**config.mk**
```make
export PLATFORM = sky130hd
export DESIGN_NAME = lc3_memaccess_flat
export DESIGN_NICKNAME = d
export VERILOG_FILES = /design/src/rtl/lc3_pkg.sv /design/src/rtl/lc3_memaccess_if.sv /design/src/rtl/lc3_memaccess.sv /design/src/flat_wrapper.sv
export SDC_FILE = /design/constraint.sdc
export NUM_CORES = 1
export LEC_CHECK = 0
export CORE_MARGIN = 2
export CORE_UTILIZATION = 43
export CTS_BUF_LIST = sky130_fd_sc_hd__clkbuf_8
export DETAILED_ROUTE_END_ITERATION = 10
export PLACE_DENSITY = 0.89
export SLEW_MARGIN = 40
export SYNTH_ARGS = -nofsm -noshare
export SYNTH_HDL_FRONTEND = slang
export SYNTH_SLANG_ARGS = --single-unit
```
**constraint.sdc**
```tcl
create_clock -name clock -period 1.75 [get_ports clock]
set_input_delay 0.175 -clock clock [delete_from_list [all_inputs] [get_ports clock]]
set_output_delay 0.175 -clock clock [all_outputs]
set_load 0.005 [all_outputs]
```
**src/rtl/lc3_pkg.sv**
```systemverilog
// lc3_pkg: shared LC3 pipeline types and helpers.
// Holds the memory-operation encoding, the memory-access FSM state type and
// the {N,Z,P} condition-code helper shared with writeback.
package lc3_pkg;

    // Encoding of the mem_op request field
    typedef enum logic [1:0] {
        READ      = 2'd0,
        WRITE     = 2'd1,
        IND_READ  = 2'd2,
        IND_WRITE = 2'd3
    } mem_op_t;

    // States of the data-memory access sequencer
    typedef enum logic [2:0] {
        IDLE  = 3'd0,
        ACC1  = 3'd1,
        DATA1 = 3'd2,
        ACC2  = 3'd3,
        DATA2 = 3'd4,
        DONE  = 3'd5
    } memacc_state_t;

    // {N,Z,P} code from the sign bit and a zero flag of a word.
    // Taking the two flags keeps the helper independent of the data width.
    function automatic logic [2:0] nzp(input logic neg, input logic zero);
        if (neg)
            return 3'b100;
        else if (zero)
            return 3'b010;
        else
            return 3'b001;
    endfunction

endpackage

```
**src/rtl/lc3_memaccess_if.sv**
```systemverilog
// lc3_memaccess_if: request/response and data-memory bus of the LC3
// memory-access stage. The psr signal exists only when MEMACCESS_PSR_EN
// is defined.
interface lc3_memaccess_if #(parameter int DW = 16);

    logic          mem_start;
    logic [1:0]    mem_op;
    logic [DW-1:0] M_Addr;
    logic [DW-1:0] M_Data;
    logic [DW-1:0] dmem_dout;
    logic [DW-1:0] dmem_addr;
    logic [DW-1:0] dmem_din;
    logic          dmem_rd;
    logic          dmem_wr;
    logic [DW-1:0] memout;
    logic          mem_busy;
    logic          mem_done;
`ifdef MEMACCESS_PSR_EN
    logic [2:0]    psr;
`endif

    // The memory-access stage itself
    modport slave (
        input  mem_start, mem_op, M_Addr, M_Data, dmem_dout,
        output dmem_addr, dmem_din, dmem_rd, dmem_wr, memout, mem_busy, mem_done
`ifdef MEMACCESS_PSR_EN
        , output psr
`endif
    );

    // The controller / memory side driving requests and read data
    modport master (
        output mem_start, mem_op, M_Addr, M_Data, dmem_dout,
        input  dmem_addr, dmem_din, dmem_rd, dmem_wr, memout, mem_busy, mem_done
`ifdef MEMACCESS_PSR_EN
        , input psr
`endif
    );

endinterface

```
**src/rtl/lc3_memaccess.sv**
```systemverilog
// lc3_memaccess: data-memory access stage of the LC3 pipeline.
// Sequences one (direct) or two (indirect) memory transactions per request
// and returns the loaded word in memout with a one-cycle mem_done pulse.
// Optional feature: MEMACCESS_PSR_EN adds the psr {N,Z,P} output of the
// last loaded word.
module lc3_memaccess
    import lc3_pkg::*;
#(
    parameter int DW = 16
) (
    input  logic           clock,
    input  logic           reset,
    lc3_memaccess_if.slave bus
);

    memacc_state_t state;
    memacc_state_t state_next;

    mem_op_t       op_q;
    logic [DW-1:0] addr_q;
    logic [DW-1:0] data_q;
    logic [DW-1:0] ptr_q;
    logic [DW-1:0] memout_q;
`ifdef MEMACCESS_PSR_EN
    logic [2:0]    psr_q;
`endif

    // State register; reset abandons any operation in flight
    always_ff @(posedge clock or posedge reset) begin
        if (reset)
            state <= IDLE;
        else
            state <= state_next;
    end

    // Next-state sequencing: one access for direct ops, pointer fetch first for indirect ops
    always_comb begin
        state_next = state;
        case (state)
            IDLE:  if (bus.mem_start) state_next = ACC1;
            ACC1:  state_next = (op_q == WRITE) ? DONE : DATA1;
            DATA1: state_next = (op_q == READ) ? DONE : ACC2;
            ACC2:  state_next = (op_q == IND_WRITE) ? DONE : DATA2;
            DATA2: state_next = DONE;
            DONE:  state_next = IDLE;
            default: state_next = IDLE;
        endcase
    end

    // Request latch, pointer capture and load-result registers
    always_ff @(posedge clock or posedge reset) begin
        if (reset) begin
            op_q     <= READ;
            addr_q   <= '0;
            data_q   <= '0;
            ptr_q    <= '0;
            memout_q <= '0;
`ifdef MEMACCESS_PSR_EN
            psr_q    <= 3'b000;
`endif
        end else begin
            case (state)
                IDLE: begin
                    if (bus.mem_start) begin
                        op_q   <= mem_op_t'(bus.mem_op);
                        addr_q <= bus.M_Addr;
                        data_q <= bus.M_Data;
                    end
                end
                DATA1: begin
                    if (op_q == READ) begin
                        memout_q <= bus.dmem_dout;
`ifdef MEMACCESS_PSR_EN
                        psr_q    <= nzp(bus.dmem_dout[DW-1], bus.dmem_dout == '0);
`endif
                    end else begin
                        ptr_q <= bus.dmem_dout;
                    end
                end
                DATA2: begin
                    memout_q <= bus.dmem_dout;
`ifdef MEMACCESS_PSR_EN
                    psr_q    <= nzp(bus.dmem_dout[DW-1], bus.dmem_dout == '0);
`endif
                end
                default: ;
            endcase
        end
    end

    // Moore memory-bus strobes and status decoded from state and latched registers
    always_comb begin
        bus.dmem_addr = '0;
        bus.dmem_din  = '0;
        bus.dmem_rd   = 1'b0;
        bus.dmem_wr   = 1'b0;
        bus.mem_done  = 1'b0;
        case (state)
            ACC1: begin
                bus.dmem_addr = addr_q;
                if (op_q == WRITE) begin
                    bus.dmem_wr  = 1'b1;
                    bus.dmem_din = data_q;
                end else begin
                    bus.dmem_rd = 1'b1;
                end
            end
            ACC2: begin
                bus.dmem_addr = ptr_q;
                if (op_q == IND_WRITE) begin
                    bus.dmem_wr  = 1'b1;
                    bus.dmem_din = data_q;
                end else begin
                    bus.dmem_rd = 1'b1;
                end
            end
            DONE: bus.mem_done = 1'b1;
            default: ;
        endcase
    end

    assign bus.mem_busy = (state != IDLE);
    assign bus.memout   = memout_q;
`ifdef MEMACCESS_PSR_EN
    assign bus.psr      = psr_q;
`endif

endmodule
```
**src/flat_wrapper.sv**
```systemverilog
// flat-port wrapper written by rule: the top's interface ports become plain ports
module lc3_memaccess_flat import lc3_pkg::*;
#(
    parameter int DW = 16
)
  (clock, reset, bus_mem_start, bus_mem_op, bus_M_Addr, bus_M_Data, bus_dmem_dout, bus_dmem_addr, bus_dmem_din, bus_dmem_rd, bus_dmem_wr, bus_memout, bus_mem_busy, bus_mem_done);
  lc3_memaccess_if #(.DW(DW)) bus_i ();
  input  logic clock;
  input  logic reset;
  input wire logic [$bits(bus_i.mem_start)-1:0] bus_mem_start;
  input wire logic [$bits(bus_i.mem_op)-1:0] bus_mem_op;
  input wire logic [$bits(bus_i.M_Addr)-1:0] bus_M_Addr;
  input wire logic [$bits(bus_i.M_Data)-1:0] bus_M_Data;
  input wire logic [$bits(bus_i.dmem_dout)-1:0] bus_dmem_dout;
  output wire logic [$bits(bus_i.dmem_addr)-1:0] bus_dmem_addr;
  output wire logic [$bits(bus_i.dmem_din)-1:0] bus_dmem_din;
  output wire logic [$bits(bus_i.dmem_rd)-1:0] bus_dmem_rd;
  output wire logic [$bits(bus_i.dmem_wr)-1:0] bus_dmem_wr;
  output wire logic [$bits(bus_i.memout)-1:0] bus_memout;
  output wire logic [$bits(bus_i.mem_busy)-1:0] bus_mem_busy;
  output wire logic [$bits(bus_i.mem_done)-1:0] bus_mem_done;
  assign bus_i.mem_start = bus_mem_start;
  assign bus_i.mem_op = bus_mem_op;
  assign bus_i.M_Addr = bus_M_Addr;
  assign bus_i.M_Data = bus_M_Data;
  assign bus_i.dmem_dout = bus_dmem_dout;
  assign bus_dmem_addr = bus_i.dmem_addr;
  assign bus_dmem_din = bus_i.dmem_din;
  assign bus_dmem_rd = bus_i.dmem_rd;
  assign bus_dmem_wr = bus_i.dmem_wr;
  assign bus_memout = bus_i.memout;
  assign bus_mem_busy = bus_i.mem_busy;
  assign bus_mem_done = bus_i.mem_done;
  lc3_memaccess #(.DW(DW)) u_core (.clock(clock), .reset(reset), .bus(bus_i));
endmodule
```
# == Word-level counts from Yosys, hierarchy flattened ==
# Cells that the tools add are included.
# totals
input_bits,53
out_inout_bits,52
elab_cells,41
regBits,69
# op_classes
n_bitwise,1
n_mux,18
n_eq_ne,9
reduce_logical,7
# ops
operator,count
one-hot mux 16 bit (2 select lines),3
2-to-1 mux 16 bit,3
one-hot mux 3 bit (5 select lines),1
2-to-1 mux 3 bit,3
"equality test 3 x 2 -> 1 bit, second input constant",2
"equality test 3 bit, second input constant",2
2-to-1 mux 1 bit,6
AND reduction 2 bit,3
one-hot mux 1 bit (2 select lines),2
"equality test 3 x 1 -> 1 bit, second input constant",1
zero test 3 bit,1
nonzero test 3 bit,1
"equality test 2 x 1 -> 1 bit, second input constant",1
"equality test 2 bit, second input constant",1
zero test 2 bit,1
"inequality test 2 x 1 -> 1 bit, second input constant",1
"inequality test 2 bit, second input constant",1
nonzero test 2 bit,1
inverter 1 bit,1

# == Longest topological paths before layout ==
# depth
depth_word,3
mapped_depth,6
depth_no_buf,4

# == Least setup slack after synthesis ==
# No wires, ideal clock.
# synth_path
kind,register -> register
from,register u_core.state[2]
to,register u_core.memout_q[0] (netlist: u_core.bus.memout[0])
slack_ns,-0.118
n_path_buf,2
arrival_ns,1.743
t_required_ns,1.625
stages_incl_launch_ff,6
period_less_slack_ns,1.868
setup_time_ns,0.125
path_cell_list,dfrtp_1 > buf_6 > or4b_4 > a21oi_4 > buf_12 > mux2_4
# synth_between
elab_chain_cells,3
word_cells_on_any_way,6
classes_between,3 x eq/ne; 1 x mux; 2 x reduce/logical
# synth_lines
element,line_no,text
"start, declared",lc3_memaccess.sv:16,memacc_state_t state;
"start signal, assigned",lc3_memaccess.sv:33,state <= state_next;
equality test 3 x 2 -> 1 bit / equality test 3 bit (equally long branches),lc3_memaccess.sv:62,case (state)
inequality test 2 x 1 -> 1 bit (no line) / nonzero test 2 bit (equally long branches),--,
AND reduction 2 bit (no line),--,
"end signal, assigned",lc3_memaccess.sv:72,memout_q <= bus.dmem_dout;
"end signal, assigned",lc3_memaccess.sv:81,memout_q <= bus.dmem_dout;
"end, declared",lc3_memaccess.sv:23,logic [DW-1:0] memout_q;
# Parallel ways exist; a longest one is shown, timed or not.
# A chain may end at the register's enable or synchronous reset.

# == Final worst setup path ==
# layout_path
from,register u_core.state[1]
to,register u_core.addr_q[15]
# layout_between
elab_chain_cells,2
# layout_lines
element,line_no,text
zero test 3 bit,lc3_memaccess.sv:62,
AND reduction 2 bit (no line),--,
"end signal, assigned",lc3_memaccess.sv:66,addr_q <= bus.M_Addr;
"end, declared",lc3_memaccess.sv:20,logic [DW-1:0] addr_q;
# No other way between the ends.

==> reports/qor.yml <==
status: "finished with violations"
violations: "setup timing"
min_path_type: "in2async"
finalCritPeriodShare_pct: 111
max_stage_delay_ns: 0.44
ant_nets: 0
grt_use_met1_pct: 24.7
min_period_ns: 1.94
cts_buffers: 9
crit_arrival_ns: 2.16
area_growth_syn_to_layout_pct: 63.0
yosys-top-cells-count: "dfrtp_1 (69), mux2_2 (54), nor2_1 (19)"
syn-num-nets: 276
crit_fanout: 9
n_antenna_cell: 0
io_pins: 105
async_flop_share_pct: 100
grt.met2_usage_pct: 39.2
critical_path.top_delay_family: "buffers and inverters"
pwr-share-clk_pct: 14.4
synth_top_area_share_pct: 55.5
drv_cap: 0
grt_pass1_wl_mm: 12.6
hpwl_mm: 5.54
path_buf_inv: 6
row_count: 31
power.density_mw_per_mm2: 1750
htree_num_levels: 3
path_common_cell: "buf_6"
postSynthCellCount: 223
syn_avg_cell_area_um2: 14.0
final_core_util_pct: 71.1
wl_per_cell_um: 18.2
cts_tree: "built"
top_usage_layer: "met2"
wl_mm: 8.73
filler_cell_count: 508
portBuffers: 104
grt_pass1_vias: 2523
p_seq_share_pct: 32.8
slew_viol_final: 0
clk_pin_slew_ns: 0.09
synth_area_leaders: "dfrtp_1 (55%), mux2_2 (20%), mux2i_1 (5.1%)"
fp.dieArea_mm2: 0.00794
grt-ovfl-total: 0
fin_nets: 429
clk_latency_ns: 0.34
setup.worst_path.class: "reg2reg"
synthesis.area_mm2: 0.00311
synth_seq_area_share_pct: 55.5
drive_gt1_share_pct: 49.9
post-route-drc-count: 0
crit_slowest_cell: "dfrtp_2"
relSlewSlack_pct: 67.2
gp_congestion: 0.757
endpoint_kind: "register"
die_h_um: 89.1
grt_util_met3_pct: 4.34
p_switching_w: 0.00277
track_usage_pct: 21.6
clockBufferDepth: 2
synth_ff_type: "dfrtp_1"
via_per_inst: 4.80
synth-edff-count: 0
yosys.area.top_type: "dfrtp_1"
cts_sinks: 69
path_cells: "buf_4 > buf_6 > buf_6 > buf_6 > nor4b_4 > buf_6 > buf_8 > mux2_2"
fin_skew_ns: 0.0161
leakage_nw: 2.32
dp_slack_ns: -0.0707
comb_power_share_pct: 52.8
via_count: 2306
yosys_warnings: 0
rsz0062_at_grt: "true"
antenna_found_initial: 0
ys_types: 30
layout_setup_ws_ns: -0.194
core_mm2: 0.00714
p_sw_share_pct: 31.3
synth_seq_cells: 69
tightest_slew_ns: 0.491
setup_viol: 81
synth_most_common_cell: "dfrtp_1"
ctsRootBufferMaster: "clkbuf_8"
grt_max_degree: 29
peakVddDrop_mv: 0.923
die_w_um: 89.1
p_int_w: 0.00609
initial_core_util_pct: 43.6
hold_viol: 0
start_kind: "register"
drt_iter0_drc: 85
max_freq_mhz: 514
cp_data_required_time_ns: 1.97
dr.pass1.iters: 4
==> sequential cells by signal (all words and copies together), names as in the netlist <==
| register | cells |
|---|---|
| u_core.addr_q | 16 |
| u_core.bus.memout | 16 |
| u_core.data_q | 16 |
| u_core.op_q | 2 |
| u_core.ptr_q | 16 |
| u_core.state | 3 |
==> final timing paths <==
path	startpoint	end	slack (ns)	cells after the start
worst max-delay path	u_core.state[1]$_DFFE_PP0P_	u_core.addr_q[15]$_DFFE_PP0P_	-0.19	8
worst min-delay path	reset	u_core.data_q[7]$_DFFE_PP0P_	0.20	2
worst max register to register	u_core.state[1]$_DFFE_PP0P_	u_core.addr_q[15]$_DFFE_PP0P_	-0.19	8
worst min register to register	u_core.ptr_q[7]$_DFFE_PP0P_	u_core.ptr_q[7]$_DFFE_PP0P_	0.51	1
max in group asynchronous	reset	u_core.ptr_q[5]$_DFFE_PP0P_	1.04	3
min in group clock	bus_mem_op[1]	u_core.op_q[1]$_DFFE_PP0P_	0.42	3
==> cell type report <==
cell class | instances | area (um^2) | area share (%)
tap | 99 | 124 | 2.44
clock inverter | 6 | 55.1 | 1.08
multi-input combinational | 137 | 1490 | 29.3
inverter | 4 | 21.3 | 0.419
clock buffer | 10 | 138 | 2.71
timing repair buffer | 155 | 1520 | 30.0
sequential | 69 | 1730 | 34.0
==> logic make-up after synthesis <==
kind of cell              count (synthesis)  synth area share (%)
muxes                                    81                  29.9
DFF                                      69                  55.5
and+or+nand+nor                          44                  8.64
buffers and inverters                    17                  3.09
AOI/OAI and AO/OA                         9                  2.09
xor gates and xnor gates                  3                 0.844
==> layer usage <==
layer	vias up	wire (um)
li1	1072	-
met1	1158	3650
met3	15	336
met2	61	4560
met5	-	0
met4	0	184
==> metrics by stage <==
stage,instances,power (W),setup TNS (ns),hold WS (ns),cell area (um^2)
floorplan,223,0.00486,-0.650,0.292,3120
global placement,438,0.00641,0,0.485,4440
detailed placement,438,0.00659,-0.804,0.490,4440
CTS,478,0.00831,-5.18,0.204,4880
global route,480,0.00935,-14.32,0.214,5070
finish,480,0.00886,-10.38,0.199,5070
==> placed cells by master (no fill, tap or decap), types with 2 or more instances in the layout <==
cell	instances
mux2_2	22
mux2i_1	16
inv_1	4
clkinvlp_4	2
nor2_1	15
and2_1	5
mux2_4	42
dfrtp_1	68
buf_4	16
buf_12	7
nor2_2	3
clkbuf_2	5
nor4b_4	2
clkinv_2	2
clkbuf_8	10
buf_2	20
clkdlybuf4s50_1	68
o21ai_0	2
and2_4	10
buf_6	36
==> power groups by stage <==
| stage | sequential [W] | clock (W) | combinational (W) |
|---|---|---|---|
| after global placement | 0.00282 | 0 | 0.00358 |
| after global routing | 0.00299 | 0.00139 | 0.00497 |
| after floorplan | 0.00277 | 0 | 0.00208 |
| final | 0.00290 | 0.00127 | 0.00468 |
| after detailed placement | 0.00289 | 0 | 0.00370 |
| after CTS | 0.00286 | 0.00129 | 0.00415 |
==> what timing repair did <==
item / CTS / global route
gates resized for setup: 166 / 77
setup buffers: 23 / 5
pin swaps: 19 / 11
hold buffers: 0 / 0
setup endpoints to repair: 53 / 92
cloned: 2 / 0
(Power assumes the default switching activity.)
